### config.mk
export PLATFORM = sky130hd
export DESIGN_NAME = nms_score_fetch
export DESIGN_NICKNAME = d
export VERILOG_FILES = /design/src/rtl/nms_score_fetch.sv
export SDC_FILE = /design/constraint.sdc
export NUM_CORES = 1
export LEC_CHECK = 0
export ABC_AREA = 0
export BUFFER_PORTS_ARGS = -buffer_cell sky130_fd_sc_hd__buf_2
export CORE_UTILIZATION = 25
export CTS_CLUSTER_DIAMETER = 60
export DETAILED_ROUTE_END_ITERATION = 12
export PLACE_DENSITY = 0.4
export SYNTH_ARGS = -nofsm -noshare
export SYNTH_HDL_FRONTEND = slang
export SYNTH_SLANG_ARGS = --single-unit
### constraint.sdc
create_clock -name clock -period 5.4 [get_ports clock]
set_input_delay 1.08 -clock clock [delete_from_list [all_inputs] [get_ports clock]]
set_output_delay 1.08 -clock clock [all_outputs]
set_load 0.01 [all_outputs]
### src/rtl/nms_score_fetch.sv
// NMS score responder: maps neighbour index to score-memory address, captures the
// returned scores into nine slots, and on readen emits a registered corner verdict.
// Optional build macro NMS_TIE_BREAK_EN: plateau ties resolve to the earlier raster pixel.
module nms_score_fetch #(
   parameter int IMG_WIDTH = 300,
   parameter int SCORE_W   = 8
) (
   input  logic               clock,
   input  logic               nReset,
   input  logic [14:0]        refAddr,
   input  logic [3:0]         adjNumber,
   input  logic [3:0]         regAddr,
   input  logic               readen,
   output logic [14:0]        memAddr,
   input  logic [SCORE_W-1:0] memData,
   output logic               nmsValid,
   output logic               isCorner,
   output logic               nmsErr
);

   localparam logic [14:0] ROW = 15'(IMG_WIDTH);
   localparam int          NSLOT = 9;
   localparam int          CENTRE = 8;

   typedef enum logic [1:0] {
      ST_IDLE    = 2'd0,
      ST_COLLECT = 2'd1,
      ST_EVAL    = 2'd2
   } state_t;

   state_t             r_state;
   logic [14:0]        r_addr_hold;
   logic [SCORE_W-1:0] r_slot [NSLOT];
   logic [NSLOT-1:0]   r_wmask;

   logic [14:0]        w_addr;
   logic               w_wr;
   logic [SCORE_W-1:0] w_slot_nx [NSLOT];
   logic [NSLOT-1:0]   w_mask_nx;
   logic               w_beats;
   logic               w_corner;

   // Address offsets wrap mod 2^15; idle indices replay the last valid address.
   // NOTE: every always_comb output gets a default first so no path leaves it unassigned (no latch).
   always_comb begin
      w_addr = r_addr_hold;
      case (adjNumber)
         4'd0:    w_addr = refAddr - ROW - 15'd1;
         4'd1:    w_addr = refAddr - ROW;
         4'd2:    w_addr = refAddr - ROW + 15'd1;
         4'd3:    w_addr = refAddr - 15'd1;
         4'd4:    w_addr = refAddr + 15'd1;
         4'd5:    w_addr = refAddr + ROW - 15'd1;
         4'd6:    w_addr = refAddr + ROW;
         4'd7:    w_addr = refAddr + ROW + 15'd1;
         4'd8:    w_addr = refAddr;
         default: w_addr = r_addr_hold;
      endcase
   end

   assign memAddr = w_addr;
   assign w_wr    = (regAddr <= 4'd8);

   // Forward this cycle's write so a readen in the same cycle evaluates the completed set.
   always_comb begin
      for (int i = 0; i < NSLOT; i++) begin
         w_slot_nx[i] = (w_wr && (regAddr == 4'(i))) ? memData : r_slot[i];
      end
      w_mask_nx = r_wmask;
      if (w_wr) begin
         w_mask_nx = r_wmask | (NSLOT'(1) << regAddr);
      end
   end

   always_comb begin
      w_beats = 1'b1;
      for (int i = 0; i < CENTRE; i++) begin
`ifdef NMS_TIE_BREAK_EN
         // Neighbours 0-3 precede the centre in raster order and must lose strictly.
         if (i < 4) begin
            if (!(w_slot_nx[CENTRE] > w_slot_nx[i])) w_beats = 1'b0;
         end else begin
            if (!(w_slot_nx[CENTRE] >= w_slot_nx[i])) w_beats = 1'b0;
         end
`else
         if (!(w_slot_nx[CENTRE] > w_slot_nx[i])) w_beats = 1'b0;
`endif
      end
      w_corner = (w_slot_nx[CENTRE] != '0) && w_beats;
   end

   // NOTE: sequential state uses non-blocking assignments so all registers update from pre-edge values.
   always_ff @(posedge clock or negedge nReset) begin
      if (!nReset) begin
         r_state     <= ST_IDLE;
         r_addr_hold <= '0;
         r_wmask     <= '0;
         nmsValid    <= 1'b0;
         isCorner    <= 1'b0;
         nmsErr      <= 1'b0;
         // NOTE: the slot array is reset explicitly because a reset mid-pass must discard captured scores.
         for (int i = 0; i < NSLOT; i++) begin
            r_slot[i] <= '0;
         end
      end else begin
         r_addr_hold <= w_addr;
         for (int i = 0; i < NSLOT; i++) begin
            r_slot[i] <= w_slot_nx[i];
         end

         nmsValid <= readen;
         isCorner <= readen & w_corner;
         nmsErr   <= readen & ~(&w_mask_nx);
         r_wmask  <= readen ? '0 : w_mask_nx;

         case (r_state)
            ST_IDLE: begin
               if (readen)    r_state <= ST_EVAL;
               else if (w_wr) r_state <= ST_COLLECT;
            end
            ST_COLLECT: begin
               if (readen) r_state <= ST_EVAL;
            end
            ST_EVAL: begin
               r_state <= readen ? ST_EVAL : ST_IDLE;
            end
            default: r_state <= ST_IDLE;
         endcase
      end
   end

endmodule

* Word-level counts from Yosys, hierarchy flattened
Cells that the tools add are included.
** Storage, ports and cells
- Logic and storage cells :: 86
- Flip-flop bits (word level) :: 99
- Bits of input ports :: 34
- Output and inout bits :: 18
** Cells by class
- Muxes and demuxes :: 20
- Shifts and indexed selects :: 1
- Add/sub/neg operators :: 8
- Equal/unequal tests :: 16
- Bitwise logic cells :: 4
- Magnitude comparators :: 9
- Reduce and logical (&&, ||, !) cells :: 14
** Operators with widths (count)
- case mux 15 bit (9 select lines) :: 1
- 2-to-1 mux 8 bit :: 9
- greater-than comparator 8 bit :: 8
- adder 15 x 1 -> 15 bit, second input constant :: 3
- subtractor 15 x 1 -> 15 bit, second input constant :: 3
- == test 4 x 3 -> 1 bit, second input constant :: 8
- 2-to-1 mux 9 bit :: 2
- == test 4 x 2 -> 1 bit, second input constant :: 4
- adder 15 x 9 -> 15 bit, second input constant :: 1
- subtractor 15 x 9 -> 15 bit, second input constant :: 1
- logical AND 1 bit :: 10
- bitwise OR 9 bit :: 1
- AND reduction 9 bit :: 1
- << shifter 1 x 4 -> 9 bit, first input constant :: 1
- == test 4 x 1 -> 1 bit, second input constant :: 2
- == test 4 bit, second input constant :: 2
- logical NOT 4 bit :: 2
- 2-to-1 mux 1 bit :: 8
- nonzero test 8 bit :: 1
- <= comparator 4 bit, second input constant :: 1
- AND 1 bit :: 2
- NOT 1 bit :: 1

* Longest topological paths before layout
Gate-level depths: netlist (run 1).
- Depth after elaboration :: 14
- Depth in mapped cells :: 14
- Depth with buffers taken out :: 13

* Worst setup path after synthesis (run 1)
OpenSTA, ideal clock, no wires.
- Path type :: input-to-output
- Start point :: in refAddr[2]
- End point :: out memAddr[14]
- Slack :: 772 ps
- Arrival time :: 3548 ps
- Buffers on the path :: 2
- Stages on the path :: 12
- Data required time :: 4320 ps
- Cell sequence :: buf_2 > inv_1 > ha_1 > nand2b_1 > clkbuf_1 > a211oi_2 > nor3_1 > o31ai_1 > nand4_1 > nor4_1 > mux2i_1 > a31oi_1
** On the way
- Word-level cells in the longest chain between the ends :: 3
- Elaborated cells between the ends (all ways) :: 9
- Those cells by class :: 8 x add/sub; 1 x mux
** RTL lines
- from (decl) :: line 10 : input logic [14:0] refAddr,
- adder 15 x 9 -> 15 bit / subtractor 15 x 9 -> 15 bit (equally long branches)
- adder 15 x 1 -> 15 bit (tied with other cells) :: line 55 : 4'd7: w_addr = refAddr + ROW + 15'd1;
- case mux 15 bit (9 select lines) * :: line 47 : case (adjNumber)
- to (decl) :: line 14 : output logic [14:0] memAddr,
Mark *: on every way between the ends. The rest lies on a longest branch, timed or not.

* Final worst setup path (run 1)
- Start point :: in refAddr[2]
- End point :: out memAddr[11]
Same word-level chain as after synthesis.

==> summary.md, run 1 <==
| Metric | Value |
|---|---|
| Core Box Area | `30900 µm²` |
| Post-synthesis cell area | `just under 8000 µm²` |
| Register bit total from synthesis | `about 100` |
| Crit path kind | `in -> out` |
| Worst-Margin Slew | `about 0.9 ns` |
| Inserted Diodes | `0` |
| H-tree levels | `3` |
| Yosys Warn Count | `0` |
| Compound-gate portion of the synthesized area | `roughly 20%` |
| Ranking of synthesized cells by area | `dfrtp_1 (31%), ha_1 (11%), mux2i_1 (6.6%), mux2_2 (3.4%), inv_1 (3.3%)` |
| Buffers on Ports | `approximately 50` |
| Final Max Slew Viols | `0` |
| Peak Freq | `0.195 GHz` |
| Share of cells above drive strength 1 | `between 10% and 20%` |
| Vias in the first global route | `about 6800` |
| Simple-Gate Fraction of Synth Area | `between 10% and 20%` |
| Reg2Reg Depth | `10` |
| Synth Flop Type | `dfrtp_1` |
| WL/cell | `19.7 µm` |
| Cell Int Power | `1.67 mW` |
| RSZ-0062 raised after global routing | `no` |
| Syn nets | `about 980` |
| Power density cells | `about 290 nW/µm²` |
| Sequential share of power | `roughly a third` |
| Post-layout nets | `1031` |
| Largest net degree at the start of global routing | `69` |
| Crit Path Max Fanout | `11` |
| Vias/cell | `slightly above 5` |
| Routed vias | `between 6000 and 7000` |
| Max_slew headroom | `between 30% and 40%` |
| Worst min path class | `reg -> reg` |
| Register-to-register setup slack | `between 2 and 3 ns` |
| Die Width | `between 150 and 200 µm` |
| Area growth, synth to finish | `14.6%` |
| Fin util | `roughly 30%` |
| Fraction of the mapped netlist area in adder cells | `10.7%` |
| First-pass GRT wire length | `around 42 mm` |
| CTS tree | `built` |
| Cell taking the most area after synthesis | `dfrtp_1` |
| Top-area cell type share of the netlist area | `31.2%` |
| Hold Path Depth | `2` |
| Synth Area in XOR/XNOR | `3.64%` |
| Tcrit/Tclk final | `between 90% and 100%` |
| Status | `finished clean` |
| First-pass DRT Iterations | `5` |
| Post-layout minimum cycle time | `5.12 ns` |
| # IOs | `52` |
| Die Height | `180 µm` |
| Worst vdd ir | `147 µV` |
| WHS | `0.485 ns` |
| Leakage power | `about 4 nW` |
| Iter 0 DRT Violations | `about 420` |
| Final Hold Vio Count | `0` |
| Post-route ant nets | `0` |
| WP data arrival | `approximately 4.0 ns` |
| Die Area | `between 30000 and 40000 µm²` |
| Syn_area_per_cell | `9.06 µm²` |
| Num rows | `64` |
| GRT overflow | `0` |
| Clk pin slew, worst setup/hold paths | `approximately 0.07 ns` |
| Psw | `around 0.96 mW` |
| Clock Latency Late Sink | `0.35 ns` |
| DRC | `0` |
| CTS Buffer Depth | `2` |
| Seq/Total Area, Yosys | `roughly 31%` |
| Initial antenna violation count | `0` |
| Logic pwr share | `40.6%` |
| Mux contribution to synthesized area | `between 10% and 20%` |
| Setup total negative slack | `0 ns` |
| Crit path launch type | `primary input` |
| GRT Util Overall | `roughly 17%` |
| MaxCap Viol Count | `0` |
| Clock network fraction of design power | `between 20% and 30%` |
| DRT Wirelength | `about 26 mm` |
| Mapped Cells | `877` |
| Final setup fails | `0` |
| Synth cell types | `85` |
| Critical Path RT | `around 4.3 ns` |
| Post-synth EDFFs | `0` |
| Number of buffers created by CTS | `9` |
| Post-synth ARST share | `100%` |
| Initial Util | `about a quarter` |
| Clk root buf | `clkbuf_16` |
| DPL Wire Length | `between 15 and 20 mm` |
| Largest family of logic cells by synthesized area | `compound AO/OA/AOI/OAI gates` |
| Switching portion of total power | `a little over a third` |
| Crit path capture type | `output pin` |
| Placer Congestion | `roughly 0.86` |
| Layout Skew | `0.00960 ns` |
| Num Clock Sinks | `between 90 and 100` |
cell usage after synthesis (13+ instances only):
library cell and count:
nor4_1 13, clkbuf_1 25, o21a_1 31, a21oi_1 35, inv_1 70, nand2_1 41
mux2i_1 52, nor2_1 67, nand3_1 13, nor2b_1 14, ha_1 68, xnor2_1 22
o21ai_0 33, nor3_1 18, dfrtp_1 99, nand4_1 24, mux2_2 24
per-layer routing:
layer	GRT usage, %	share of wire, %	vias to the layer above
li1	-	-	3342
met1	24.9	52	3374
met2	24.9	43	175
met3	2.06	4.2	19
met4	3.49	1.3	0
met5	0	0	-
critical path, stage by stage:
cell and delay (ns):
buf_2 0.21, inv_1 0.09, ha_1 0.28, or4b_1 0.54, a21oi_1 0.16, o21ai_0 0.17
a21oi_1 0.33, nand4_2 0.23, nor3_1 0.31, mux2i_1 0.11, a41oi_1 0.31, buf_2 0.21
state kept, by name, indices dropped and copies added, names as in the netlist:
name         cells
isCorner         1
nmsErr           1
nmsValid         1
r_addr_hold     15
r_slot          72
r_wmask          9
cell type report:
cell class | instances | area (µm²)
Timing Repair Buffer | 94 | 581
Inverter | 70 | 263
Tap cell | 396 | 495
Sequential cell | 99 | 2480
Fill cell | 3302 | 21800
Clock buffer | 10 | 229
Clock inverter | 6 | 66.3
Multi-Input combinational cell | 655 | 4990
timing repair:
action	4_1_cts	5_1_grt
buffers inserted	0	0
hold endpoints to repair	0	0
gates resized for setup	0	2
hold buffers	0	0
setup endpoints to repair	0	2
path summary, 6_finish.rpt:
path,startpoint,endpoint
max in group asynchronous,nReset,r_slot[52]
min,r_wmask[2],r_wmask[2]
max reg2reg,r_slot[4],isCorner
max,refAddr[2],memAddr[11]
min reg2reg,r_wmask[2],r_wmask[2]
min in group asynchronous,nReset,r_addr_hold[11]
cells in the final DEF (no fill, tap or decap), types with 7 or more instances in the layout:
cell type / synthesis / final
nor4_1: 13 / 12
nand3_1: 13 / 13
nand2b_1: 10 / 9
o22ai_1: 9 / 9
a21oi_1: 35 / 35
and2_1: 7 / 7
xnor2_1: 22 / 22
buf_4: 3 / 44
o21a_1: 31 / 31
o211ai_1: 10 / 10
a31oi_1: 7 / 7
nand4_1: 24 / 24
buf_2: 10 / 50
inv_1: 70 / 70
nor2b_1: 14 / 14
o21ai_0: 33 / 33
nor2_1: 67 / 67
xor2_1: 11 / 11
mux2i_1: 52 / 52
ha_1: 68 / 68
mux2_2: 24 / 24
nor3_1: 18 / 15
clkbuf_16: 0 / 9
a221oi_1: 11 / 11
dfrtp_1: 99 / 99
nand2_1: 41 / 41
and3_1: 7 / 7
power by group through the flow:
stage                     combinational (mW)  clock (mW)  sequential [mW]
final                                   1.07       0.653            0.911
after global routing                    1.21       0.710            0.926
after CTS                               1.08       0.680            0.912
after detailed placement                1.07           0            0.926
after global placement                  1.07           0            0.924
after floorplan                        0.745           0            0.917
per-stage QoR:
step / std cells / power (mW) / cell area [µm²] / setup slack, ns
after global placement: 1314 / 1.99 / 8800 / 0.347
final: 1330 / 2.63 / 9100 / 0.284
after detailed placement: 1314 / 1.99 / 8800 / 0.312
after global routing: 1330 / 2.85 / 9100 / 0.0213
after floorplan: 877 / 1.66 / 7950 / 0.772
after CTS: 1330 / 2.67 / 9100 / 0.298
kinds of logic (layout without fill, tap and decap cells):
logic type                 count (synthesis)  count (layout)
buffers and inverters                    123             180
adders and majority gates                 68              68
DFF                                       99              99
and+or+nand+nor                          253             253
AOI/OAI and AO/OA                        224             224
xor gates and xnor gates                  33              33
muxes                                     77              77
(Power assumes the default switching activity.)
==> run 2: changes to the inputs <==
==> constraint.sdc (replaced) <==
create_clock -name clock -period 5.4 [get_ports clock]
set_input_delay 1.08 -clock clock [delete_from_list [all_inputs] [get_ports clock]]
set_output_delay 1.08 -clock clock [all_outputs]
set_load 0.02 [all_outputs]
==> run 2 against run 1 <==
Compared with the run above:
- sequential cell count unchanged
- final cell count about the same
- maximum frequency decreased by 1.5%
- design area increased by 0.56%
- via count decreased by 0.27%
- largest cell class unchanged
==> summary.md, run 2 (synthesized netlist as in run 1, its figures left out) <==
| Metric | Value |
|---|---|
| Hold Startpoint | `r_wmask[2]` |
| Area taken by multi-input logic gates | `5010 µm² (+0.28%)` |
| MaxCap Viol Count | `0 (unchanged)` |
| Cell area after layout | `9160 µm² (+0.56%)` |
| WP data arrival | `4.12 ns (+0.08 ns)` |
| Share of cells above drive strength 1 | `18.3% (+0.30 points)` |
| Power density cells | `294 nW/µm² (+1.9%)` |
| Clk pin slew, worst setup/hold paths | `0.06 ns (about the same)` |
| Die Area | `32500 µm² (unchanged)` |
| Placed Area | `8820 µm² (+0.17%)` |
| H-tree levels | `3 (unchanged)` |
| Crit path capture type | `output pin` |
| Post-route ant nets | `0 (unchanged)` |
| # IOs | `52 (unchanged)` |
| Final Hold Vio Count | `0 (unchanged)` |
| DPL Wire Length | `19.7 mm (-0.26%)` |
| Crit path kind | `in -> out` |
| Vias in the first global route | `6927 (+1.5%)` |
| Post CTS Setup Buffer Count | `0 (unchanged)` |
| Clk root buf | `clkbuf_16` |
| Number of buffers created by CTS | `9 (unchanged)` |
| Largest net degree at the start of global routing | `67 (-2.9%)` |
| First-pass GRT wire length | `41.9 mm (+0.70%)` |
| Worst vdd ir | `148 µV (+0.16%)` |
| Area growth, synth to finish | `15.2%` |
| Post-layout minimum cycle time | `5.20 ns (+0.0800 ns)` |
| Critical Path RT | `4.32 ns (about the same)` |
| Fin util | `29.6% (+0.17 points)` |
| Die Height | `180 µm (unchanged)` |
| Final Max Slew Viols | `0 (unchanged)` |
| Final cell count without fillers | `1331 (+0.075%)` |
| Leakage power | `3.94 nW (+0.33%)` |
| Placed cell count | `1316 (+0.15%)` |
| GRT overflow | `0 (unchanged)` |
| Most common cell after layout, fill and taps aside | `dfrtp_1` |
| # fillers | `3328 (+0.79%)` |
| Most frequent cells in the layout | `dfrtp_1 (99), inv_1 (70), ha_1 (68)` |
| Placer Congestion | `0.843 (-2.2%)` |
| Top reg by flops | `r_slot` |
| CTS Buffer Depth | `2 (unchanged)` |
| Layout Skew | `0.00702 ns (-0.00258 ns)` |
| Buffers on Ports | `51 (unchanged)` |
| Crit Path Max Fanout | `11 (unchanged)` |
| Crit path launch type | `primary input` |
| Tcrit/Tclk final | `96.2% (+1.5 points)` |
| GRT Util Overall | `16.6% (+0.12 points)` |
| Largest register FFs | `72 (unchanged)` |
| DRT Wirelength | `26.4 mm (+0.55%)` |
| DRC | `0 (unchanged)` |
| Reg2reg start | `r_slot[5]` |
| FF/Latch Area | `2480 µm² (unchanged)` |
| Cell family with most CP delay | `compound AO/OA/AOI/OAI gates` |
| Worst-Margin Slew | `0.881 ns (-0.0253 ns)` |
| Routed vias | `6891 (-0.27%)` |
| Initial Util | `25.7% (unchanged)` |
| Core Box Area | `30900 µm² (unchanged)` |
| Num rows | `64 (unchanged)` |
| CTS tree | `built` |
| Final setup fails | `0 (unchanged)` |
| Number of buffers and inverters on the critical path | `3 (unchanged)` |
| CP Cell Sequence | `buf_2, inv_1, ha_1, or4b_1, a21oi_1, o21ai_0, a211oi_2, nand4_1, or3_1, a21oi_1, o32a_1, buf_2` |
| CP max stage delay | `0.54 ns (about the same)` |
| Status | `finished clean` |
| Max_slew headroom | `41.3% (+1.7 points)` |
| WHS | `0.485 ns (-0.000360 ns)` |
| Setup total negative slack | `0 ns (unchanged)` |
| Slowest stage cell, crit path | `or4b_1` |
| Leading registers by flop count | `r_slot x72, r_addr_hold x15, r_wmask x9` |
| Worst min path class | `reg -> reg` |
| Vias/cell | `5.18 (-0.35%)` |
| Peak Freq | `0.192 GHz (-1.5%)` |
| Post-layout nets | `1033 (+0.19%)` |
| Iter 0 DRT Violations | `500 (+20%)` |
| Num Clock Sinks | `99 (unchanged)` |
| First-pass DRT Iterations | `5 (unchanged)` |
| RSZ-0062 raised after global routing | `no` |
| Clock Latency Late Sink | `0.34 ns (about the same)` |
| WL/cell | `19.8 µm (+0.48%)` |
| Die Width | `180 µm (unchanged)` |
| Inserted Diodes | `0 (unchanged)` |
| Worst setup path startpoint | `refAddr[2]` |
| Initial antenna violation count | `0 (unchanged)` |
run 2: changes by cell type in the layout (fill, tap and decap cells not counted), moves of 2 or more:
cell	previous run	this run
clkinvlp_4	0	2
buf_4	44	46
clkinv_4	3	0
clkinv_2	2	0
run 2: through the flow:
stage          power [mW]  setup slack [ns]
2_1_floorplan        1.68             0.628
3_3_place_gp         2.01             0.194
3_5_place_dp         2.01             0.106
4_1_cts              2.73            0.0969
5_1_grt              2.91           0.00684
6_report             2.70             0.204
run 2: metal layers:
metal,vias up,share of wire [%],track usage [%]
met5,-,0,0
met4,0,1.3,3.35
met3,22,3.2,2.12
met2,150,42,24.4
met1,3373,54,25.6
li1,3346,-,-
run 2: what timing repair did:
action / in CTS / in global routing
hold buffers: 0 / 0
endpoints found under the setup margin: 0 / 3
gates resized for setup: 0 / 4
run 2: where the power goes:
group          leakage, nW  internal [mW]  switching [mW]
clock network        0.148          0.416           0.279
logic                 2.60          0.438           0.650
registers             1.20          0.878          0.0342
run 2: final timing paths:
kind / endpoint / depth (start not counted) / slack (ns)
setup / recovery: memAddr[10] / 12 / 0.20
hold / removal: r_wmask[2] / 2 / 0.49
setup reg to reg: isCorner / 10 / 2.62
hold reg to reg: r_wmask[2] / 2 / 0.49
max in group asynchronous: r_slot[6] / 2 / 3.54
min in group asynchronous: nmsValid / 1 / 0.86
run 2: tightest hold or removal path, cell delays in order (launching register included):
cell	delay (ns)
dfrtp_1	0.33
nor2_1	0.05
nor2_1	0.07
run 2: final cells by class:
cell class,count,share of cell area [%]
Clock inverter,4,0.820
Multi-Input combinational cell,655,54.7
Sequential cell,99,27.1
Clock buffer,11,2.65
Timing Repair Buffer,96,6.51
Inverter,70,2.87
Tap cell,396,5.41
==> run 3: changes to the inputs <==
--- a/config.mk
+++ b/config.mk
@@ -7,10 +7,11 @@
 export LEC_CHECK = 0
 export ABC_AREA = 0
 export BUFFER_PORTS_ARGS = -buffer_cell sky130_fd_sc_hd__buf_2
-export CORE_UTILIZATION = 25
+export CORE_ASPECT_RATIO = 2
+export CORE_UTILIZATION = 35
 export CTS_CLUSTER_DIAMETER = 60
 export DETAILED_ROUTE_END_ITERATION = 12
-export PLACE_DENSITY = 0.4
+export PLACE_DENSITY = 0.51
 export SYNTH_ARGS = -nofsm -noshare
 export SYNTH_HDL_FRONTEND = slang
 export SYNTH_SLANG_ARGS = --single-unit
==> run 3 against run 2 <==
Compared with the run above:
- global-route usage rose by 7.8 points
- clock power fell by 5.7%
- critical path depth did not move
- routed wire length rose by 2.3%
- hold slack barely moved
- combinational power barely moved
- sequential power barely moved
- critical endpoint is now memAddr[11]
- highest routed layer unchanged
==> summary.md, run 3 (synthesized netlist as in run 1, its figures left out) <==
| Metric | Value |
|---|---|
| DRC | `0 (unchanged)` |
| Critical Path RT | `4.32 ns (about the same)` |
| CP Cell Sequence | `buf_2, inv_1, ha_1, nand2b_1, a31oi_1, a32o_1, nor4_1, nand4_2, nor3_1, mux2i_1, a41oi_1, buf_2` |
| Worst vdd ir | `159 µV (+7.6%)` |
| Num rows | `77 (+20%)` |
| Leakage power | `3.97 nW (+0.63%)` |
| Crit Path Max Fanout | `11 (unchanged)` |
| Post-layout minimum cycle time | `5.13 ns (-0.0690 ns)` |
| Die Width | `109 µm (-40%)` |
| Vias in the first global route | `7294 (+5.3%)` |
| Final setup fails | `0 (unchanged)` |
| Die Area | `23300 µm² (-28%)` |
| Post CTS Setup Buffer Count | `0 (unchanged)` |
| Most frequent cells in the layout | `dfrtp_1 (99), inv_1 (70), ha_1 (68)` |
| CTS tree | `built` |
| Placer Congestion | `0.994 (+18%)` |
| Power density cells | `294 nW/µm² (-0.25%)` |
| Tcrit/Tclk final | `95.0% (-1.3 points)` |
| CP max stage delay | `0.39 ns (-0.15 ns)` |
| Buffers on Ports | `51 (unchanged)` |
| Core Box Area | `22200 µm² (-28%)` |
| First-pass GRT wire length | `41.7 mm (-0.51%)` |
| Initial Util | `35.9% (+10 points)` |
| Top reg by flops | `r_slot` |
| Clk root buf | `clkbuf_16` |
| WL/cell | `22.1 µm (+12%)` |
| Initial antenna violation count | `0 (unchanged)` |
| Routed vias | `7017 (+1.8%)` |
| Clk pin slew, worst setup/hold paths | `0.06 ns (about the same)` |
| Final Hold Vio Count | `0 (unchanged)` |
| Post-route ant nets | `0 (unchanged)` |
| Crit path kind | `in -> out` |
| GRT Util Overall | `24.4% (+7.8 points)` |
| Hold Startpoint | `r_slot[28]` |
| Peak Freq | `0.195 GHz (+1.3%)` |
| Clock Latency Late Sink | `0.36 ns (+0.02 ns)` |
| H-tree levels | `3 (unchanged)` |
| Iter 0 DRT Violations | `205 (-59%)` |
| GRT overflow | `0 (unchanged)` |
| Largest register FFs | `72 (unchanged)` |
| Number of buffers and inverters on the critical path | `3 (unchanged)` |
| Hold Path Depth | `2 (unchanged)` |
| Register-to-register setup slack | `2.64 ns (+0.02 ns)` |
| Reg2Reg Depth | `11 (+1)` |
| Status | `finished clean` |
| RSZ-0062 raised after global routing | `no` |
| First-pass DRT Iterations | `5 (unchanged)` |
| Layout Skew | `0.00524 ns (-0.00178 ns)` |
| Share of cells above drive strength 1 | `18.4% (+0.076 points)` |
| Cell family with most CP delay | `simple AND/OR/NAND/NOR gates` |
| # IOs | `52 (unchanged)` |
| WP data arrival | `4.05 ns (-0.07 ns)` |
| Worst-Margin Slew | `0.794 ns (-0.0873 ns)` |
| Inserted Diodes | `0 (unchanged)` |
| Reg2reg start | `r_slot[3]` |
| Leading registers by flop count | `r_slot x72, r_addr_hold x15, r_wmask x9` |
| Most common cell after layout, fill and taps aside | `dfrtp_1` |
| Crit path launch type | `primary input` |
| DPL Wire Length | `21.1 mm (+7.2%)` |
| CTS Buffer Depth | `2 (unchanged)` |
| Number of buffers created by CTS | `9 (unchanged)` |
| Vias/cell | `5.76 (+11%)` |
| Slowest stage cell, crit path | `nand2b_1` |
| Fin util | `40.7% (+11 points)` |
| Most frequent CP cell | `buf_2` |
| Setup total negative slack | `0 ns (unchanged)` |
| Post-layout nets | `1041 (+0.77%)` |
| Max_slew headroom | `47.1% (+5.8 points)` |
| # fillers | `2296 (-31%)` |
| Worst r2r dst | `isCorner` |
| Crit path capture type | `output pin` |
| Area growth, synth to finish | `13.4%` |
| MaxCap Viol Count | `0 (unchanged)` |
| DRT Wirelength | `27.0 mm (+2.3%)` |
| Final Max Slew Viols | `0 (unchanged)` |
| Min-Delay Endpoint | `r_slot[28]` |
| Die Height | `215 µm (+19%)` |
| Worst min path class | `reg -> reg` |
| Num Clock Sinks | `99 (unchanged)` |
| Largest net degree at the start of global routing | `60 (-10%)` |
-- run 3: changes by cell type in the layout (fill, tap and decap cells not counted), sizes merged --
cell / previous run / this run
inv: 70 / 71
clkinv: 0 / 1
buf: 96 / 104
bufinv: 2 / 1
clkinvlp: 2 / 1
clkbuf: 11 / 10
-- run 3: how the worst max path moves through the flow --
stage,endpoint,startpoint,slack (ns),depth (start not counted)
global route,memAddr[13],refAddr[2],0.02,12
detailed placement,memAddr[13],refAddr[2],0.26,12
CTS,memAddr[13],refAddr[2],0.26,12
global placement,memAddr[14],refAddr[2],0.29,12
finish,memAddr[11],refAddr[2],0.27,12
floorplan,memAddr[14],refAddr[2],0.63,12
-- run 3: layout make-up --
type	count	area, µm²	area share, %
Clock inverter	4	51.3	0.569
Inverter	70	263	2.92
Clock buffer	10	239	2.65
Timing Repair Buffer	104	656	7.28
Sequential cell	99	2480	27.5
Tap cell	276	345	3.83
Multi-Input combinational cell	655	4980	55.2
-- run 3: worst min-delay path: stages (launching register included) --
cell	delay [ns]
dfrtp_1	0.32
mux2i_1	0.08
inv_1	0.06
-- run 3: report_power, final --
part	total [mW]	switching (mW)	internal, mW
combinational	1.08	0.636	0.441
clock	0.656	0.288	0.367
sequential	0.913	0.0355	0.878
-- run 3: repair_timing --
| action | in CTS | in global routing |
|---|---|---|
| setup endpoints to repair | 0 | 2 |
| hold buffers | 0 | 0 |
| hold endpoints to repair | 0 | 0 |
| gates resized for setup | 0 | 2 |
-- run 3: layer usage --
metal / GRT usage (%) / up-vias / wire, µm
li1: - / 3356 / -
met1: 22.6 / 3395 / 9010
met2: 46.9 / 180 / 15200
met3: 3.15 / 86 / 754
met4: 17.1 / 0 / 1990
met5: 0 / - / 0
-- run 3: stage by stage --
step | setup slack, ns | total power [mW] | instance area, µm² | hold slack, ns | instances
2_1_floorplan | 0.628 | 1.68 | 7950 | 0.452 | 877
3_3_place_gp | 0.294 | 2.00 | 8710 | 0.466 | 1204
3_5_place_dp | 0.257 | 2.01 | 8710 | 0.472 | 1204
4_1_cts | 0.257 | 2.69 | 9000 | 0.489 | 1218
5_1_grt | 0.0250 | 2.85 | 9010 | 0.510 | 1218
6_report | 0.273 | 2.65 | 9010 | 0.485 | 1218
